File: config.mk
export PLATFORM = sky130hd
export DESIGN_NAME = chip_serializer_tx
export DESIGN_NICKNAME = d
export VERILOG_FILES = /design/src/rtl/chip_serializer_tx.sv
export SDC_FILE = /design/constraint.sdc
export NUM_CORES = 1
export LEC_CHECK = 0
export CORE_UTILIZATION = 50
export CTS_CLUSTER_SIZE = 12
export DETAILED_ROUTE_END_ITERATION = 10
export PLACE_DENSITY = 0.8
export SETUP_SLACK_MARGIN = 0.4
export SLEW_MARGIN = 40
export SYNTH_ARGS = -nofsm -noshare
export SYNTH_HDL_FRONTEND = slang
export SYNTH_SLANG_ARGS = --single-unit
export TNS_END_PERCENT = 1
File: constraint.sdc
create_clock -name clk -period 4.96 [get_ports clk]
set_input_delay 0.992 -clock clk [delete_from_list [all_inputs] [get_ports clk]]
set_output_delay 0.992 -clock clk [all_outputs]
set_load 0.01 [all_outputs]
File: src/rtl/chip_serializer_tx.sv
// Zigbee baseband transmit serializer: frames bytes with an alternating-bit
// preamble, sends them NRZ LSB first at one bit per BIT_CYCLES clocks, then idles for a gap.
module chip_serializer_tx #(
  parameter int unsigned BIT_CYCLES    = 25,
  parameter int unsigned PREAMBLE_BITS = 32,
  parameter int unsigned GAP_BITS      = 2,
  parameter logic        IDLE_LEVEL    = 1'b0
) (
  input  logic       clk,
  input  logic       resetn_i,
  input  logic [7:0] byte_i,
  input  logic       byte_valid_i,
  input  logic       byte_last_i,
  output logic       byte_ready_o,
  output logic       data_o,
  output logic       bit_strobe_o,
  output logic       busy_o,
  output logic       underrun_o
);

  localparam int unsigned CW   = $clog2(BIT_CYCLES);
  localparam int unsigned M1   = (PREAMBLE_BITS > 8) ? PREAMBLE_BITS : 8;
  localparam int unsigned MAXB = (GAP_BITS > M1) ? GAP_BITS : M1;
  localparam int unsigned BW   = $clog2(MAXB);

  localparam logic [CW-1:0] CYC_LAST = CW'(BIT_CYCLES - 1);
  localparam logic [BW-1:0] PRE_LAST = BW'(PREAMBLE_BITS - 1);
  localparam logic [BW-1:0] GAP_LAST = BW'(GAP_BITS - 1);
  localparam logic [BW-1:0] BYTE_LAST = BW'(7);

  typedef enum logic [1:0] {IDLE, PREAMBLE, DATA, GAP} state_t;

  state_t        state_q, state_d;
  logic [CW-1:0] cyc_q, cyc_d;
  logic [BW-1:0] bitcnt_q, bitcnt_d;
  logic [8:0]    hold_q, hold_d;
  logic          hold_valid_q, hold_valid_d;
  logic [7:0]    shreg_q, shreg_d;
  logic          last_q, last_d;
  logic          flush_q, flush_d;
  logic          data_q, data_d;
  logic          strobe_q, strobe_d;
  logic          underrun_q, underrun_d;
  logic          wrap, accept, load;

  assign wrap   = (cyc_q == CYC_LAST);
  assign accept = byte_valid_i && !hold_valid_q;

  always_comb begin
    state_d      = state_q;
    cyc_d        = wrap ? '0 : cyc_q + 1'b1;
    bitcnt_d     = bitcnt_q;
    hold_d       = hold_q;
    hold_valid_d = hold_valid_q;
    shreg_d      = shreg_q;
    last_d       = last_q;
    flush_d      = flush_q;
    data_d       = data_q;
    strobe_d     = 1'b0;
    underrun_d   = 1'b0;
    load         = 1'b0;

    case (state_q)
      IDLE: begin
        cyc_d  = '0;
        data_d = IDLE_LEVEL;
        if (hold_valid_q && !flush_q) begin
          state_d  = PREAMBLE;
          bitcnt_d = '0;
          data_d   = 1'b1;
          strobe_d = 1'b1;
        end
      end
      PREAMBLE: if (wrap) begin
        strobe_d = 1'b1;
        if (bitcnt_q == PRE_LAST) begin
          state_d  = DATA;
          bitcnt_d = '0;
          load     = 1'b1;
          data_d   = hold_q[0];
        end else begin
          // next preamble bit k = bitcnt+1, whose level ~k[0] equals bitcnt[0]
          bitcnt_d = bitcnt_q + 1'b1;
          data_d   = bitcnt_q[0];
        end
      end
      DATA: if (wrap) begin
        if (bitcnt_q == BYTE_LAST) begin
          bitcnt_d = '0;
          if (last_q) begin
            state_d = GAP;
            data_d  = IDLE_LEVEL;
          end else if (hold_valid_q) begin
            load     = 1'b1;
            data_d   = hold_q[0];
            strobe_d = 1'b1;
          end else begin
            state_d    = GAP;
            data_d     = IDLE_LEVEL;
            underrun_d = 1'b1;
            flush_d    = 1'b1;
          end
        end else begin
          bitcnt_d = bitcnt_q + 1'b1;
          shreg_d  = shreg_q >> 1;
          data_d   = shreg_q[1];
          strobe_d = 1'b1;
        end
      end
      GAP: if (wrap) begin
        if (bitcnt_q == GAP_LAST) begin
          state_d  = IDLE;
          bitcnt_d = '0;
        end else begin
          bitcnt_d = bitcnt_q + 1'b1;
        end
      end
      default: state_d = IDLE;
    endcase

    if (load) begin
      shreg_d      = hold_q[7:0];
      last_d       = hold_q[8];
      hold_valid_d = 1'b0;
    end

    // load needs hold_valid set and accept needs it clear, so they never coincide
    if (accept) begin
      if (flush_q) begin
        if (byte_last_i) flush_d = 1'b0;
      end else begin
        hold_d       = {byte_last_i, byte_i};
        hold_valid_d = 1'b1;
      end
    end
  end

  always_ff @(posedge clk or negedge resetn_i) begin
    if (!resetn_i) begin
      state_q      <= IDLE;
      cyc_q        <= '0;
      bitcnt_q     <= '0;
      hold_q       <= '0;
      hold_valid_q <= 1'b0;
      shreg_q      <= '0;
      last_q       <= 1'b0;
      flush_q      <= 1'b0;
      data_q       <= IDLE_LEVEL;
      strobe_q     <= 1'b0;
      underrun_q   <= 1'b0;
    end else begin
      state_q      <= state_d;
      cyc_q        <= cyc_d;
      bitcnt_q     <= bitcnt_d;
      hold_q       <= hold_d;
      hold_valid_q <= hold_valid_d;
      shreg_q      <= shreg_d;
      last_q       <= last_d;
      flush_q      <= flush_d;
      data_q       <= data_d;
      strobe_q     <= strobe_d;
      underrun_q   <= underrun_d;
    end
  end

  assign byte_ready_o = ~hold_valid_q;
  assign data_o       = data_q;
  assign bit_strobe_o = strobe_q;
  assign busy_o       = (state_q != IDLE);
  assign underrun_o   = underrun_q;

endmodule

==> flow_summary.ini <==
[worst_setup_path]
worst_ep_required_time_ns = 3.97
path_common_cell = inv_1
critical_path_buffer_and_inverter_count = 3
critical_path.max_fanout = 11
crit_path_max_incr_delay_ns = 0.51
criticalPathCategory = reg -> out
cp-end-kind = output pin
cp_cell_sequence = inv_1 -> ha_1 -> inv_1 -> clkdlybuf4s50_1
crit_path_top_delay_cell = clkdlybuf4s50_1
worst_setup_path_start_kind = flop
timing.critical_path.arrival_ns = 1.98
path_delay_family = buffers and inverters

[cts]
cts_setup_buffers = 0
ctsHtreeMaxLevel = 2
cts_tree = yes
root_buffer_master = clkbuf_4
cts-buffers-inserted = 5
clock_slew_at_reported_path_ffs_ns = 0.11
number_of_resized_instances_in_the_post_cts_repair_step = 0
cts.sink_count = 34
clk_path_buf_depth = 2
worst_skew_pair.late_latency_ns = 0.35
post_cts_hold_fix_bufs = 0

[synth]
yosys_warnings = 0
synth.top_cells.by_area = dfrtp_1 (48%), ha_1 (7.0%), inv_1 (5.0%)
synth.cell_area_um2 = 1790
synth_async_sr_flop_share_pct = 100
synth-compound-area-share_pct = 16.5
synth_simple_gate_area_share_pct = 17.0
yosysUniqueCellTypes = 43
synth_cells = 180
arithmetic_cell_share_of_the_synthesized_area_counting_full_adders_half_adders_and_majority_gates_pct = 7.01
synth_fp_nets = 202
synth_mux_area_share_pct = 3.92
synth.ff_latch_count = 34
syn_avg_cell_area_um2 = 9.92
combinational_family_with_the_most_area_after_synthesis = simple AND/OR/NAND/NOR gates
share_of_the_yosys_chip_area_belonging_to_registers_pct = 47.7
synth_top_cell_area_share_pct = 47.7
synth_edf_count = 0
synth_top_cell_by_area = dfrtp_1
dominant_synthesized_flop_cell = dfrtp_1
yosys.area_share.xor_xnor_pct = 0.981

[global_route]
largest_net_degree_at_the_start_of_global_routing = 35
grt_overflow = 0
grt_first_pass_wirelength_um = 5600
grt_util_all_layers_pct = 20.8
via_count_of_the_first_global_routing_pass = 1293
grt_antenna_before_repair = 0

[timing]
worst_slew_pin_slew_ns = 0.691
setup-violations-final = 0
skew_ns = 0.0123
fmax_ghz = 0.337
final.min_clock_period_ns = 2.97
timing.setup.tns_ns = 0
hold_violations = 0
maxSlewHeadroom_pct = 53.4
min_period_over_period_pct = 59.9
timing_max_transition_violations_final = 0
grt_setup_unrepaired = no

[pwr]
power_frac_seq_pct = 40.4
clock_power_share_pct = 15.4
switching_share_pct = 39.4
power_switching_mw = 0.417
cell_internal_pwr_mw = 0.642
power-per-cell-area_nw_per_um2 = 518
power.leakage_nw = 0.915
power.combinational.fraction_pct = 44.2
ir_drop_mv = 0.312
finalPower_mw = 1.06

[detailed_routing]
detail_route.vias_per_cell = 5.48
ant_nets = 0
vias = 1332
drc_errors = 0
first_pass_iters = 4
wirelength_um = 3270
route.detailed.wl_per_inst_um = 13.5
detailedRoute.firstIterationViolations = 67

[floorplanning]
core-area_um2 = 3390
core.rowCount = 21
die-area_um2 = 3810
die_width_um = 61.8
start_util_pct = 52.7
die-height_um = 61.8
pin_count = 17

[run_status]
run_status = complete, no violations

[final_layout]
finish.net_count = 218
insertedDiodeCount = 0
commonest_cells_after_routing_fill_and_taps_aside = dfrtp_1 (34), inv_1 (24), nand2_1 (22)
post_route_cells_drive_above_1_share_pct = 11.2
area_growth_syn_to_layout_pct = 14.4
mostFrequentLayoutCell = dfrtp_1
final_cells = 243

[place]
placed_cells = 235
gp_congestion = 0.777
hpwl_detailed_um = 2420
placement.io_buffers = 16

[hold_path]
worst_hold_check_path_type = reg -> reg

[flow_run]
cap_viol_max_count = 0
## synthesized netlist by cell type, drive strengths merged, types with 2 or more instances
library cell   n
and3           2
nor2b          6
nand3b         2
inv           24
ha            10
nor2           6
mux2           5
a2111oi        2
and4b          2
a221oi         2
o21ai         14
o221ai         6
a22oi          3
buf            5
nand3          5
o22ai          2
a211o          2
or2            2
dfrtp         34
nor3           6
clkbuf         3
nand2         22
## power groups by stage
stage / Sequential [mW] / Combinational, mW / Clock (mW)
after floorplan: 0.419 / 0.344 / 0
after global placement: 0.426 / 0.437 / 0
after detailed placement: 0.435 / 0.462 / 0
after CTS: 0.429 / 0.469 / 0.165
after global routing: 0.442 / 0.530 / 0.177
final: 0.428 / 0.467 / 0.163
## area by class of cell
class / count / area, µm²
Timing Repair Buffer: 17 / 168
Sequential cell: 34 / 851
Clock buffer: 6 / 51.3
Clock inverter: 2 / 12.5
Tap cell: 46 / 57.6
Inverter: 24 / 90.1
Multi-Input combinational cell: 114 / 813
Fill cell: 291 / 1350
## sequential cells by signal, indices dropped and copies added (netlist names), 2 cells and up
signal,count
hold_q,9
state_q,2
cyc_q,5
bitcnt_q,5
shreg_q,7
## layer usage
metal | share of wire (%) | GRT usage, % | up-vias
met3 | 3.6 | 5.59 | 6
met5 | 0 | 0 | -
met2 | 51 | 35.0 | 27
met1 | 44 | 25.2 | 644
met4 | 1.5 | 8.57 | 0
li1 | - | - | 655
## worst paths after layout
path                                    end  cells after the start  startpoint  slack (ns)
worst min-delay path             shreg_q[5]                      2  shreg_q[6]        0.49
max in group asynchronous        state_q[1]                      2    resetn_i        3.61
min in group asynchronous       bitcnt_q[4]                      2    resetn_i        1.03
worst max register to register   shreg_q[2]                      6  state_q[0]        2.58
worst min register to register   shreg_q[5]                      2  shreg_q[6]        0.49
worst max-delay path                 busy_o                      4  state_q[0]        1.99
## worst reg2reg max path, cell delays in order, from the launching register on
cell	delay, ns
dfrtp_1	0.43
inv_1	0.13
ha_1	0.46
nand3b_1	0.20
a2bb2oi_1	0.18
o21ai_0	0.58
o221ai_1	0.25
## logic make-up after synthesis
group,Yosys count
buf+inv,32
mux,6
flops,34
compound gates,39
xor+xnor,2
fa+ha+maj,10
simple gates,57
## stage by stage
step	worst slack, ns	hold slack, ns	util (%)	area [µm²]
2_1_floorplan	3.00	0.456	-	1790
3_3_place_gp	2.12	0.465	58.3	1980
3_5_place_dp	2.33	0.475	58.4	1980
4_1_cts	1.97	0.493	60.3	2040
5_1_grt	1.83	0.516	60.3	2040
6_report	1.99	0.486	60.3	2040
Power figures use the tool's default switching activity.
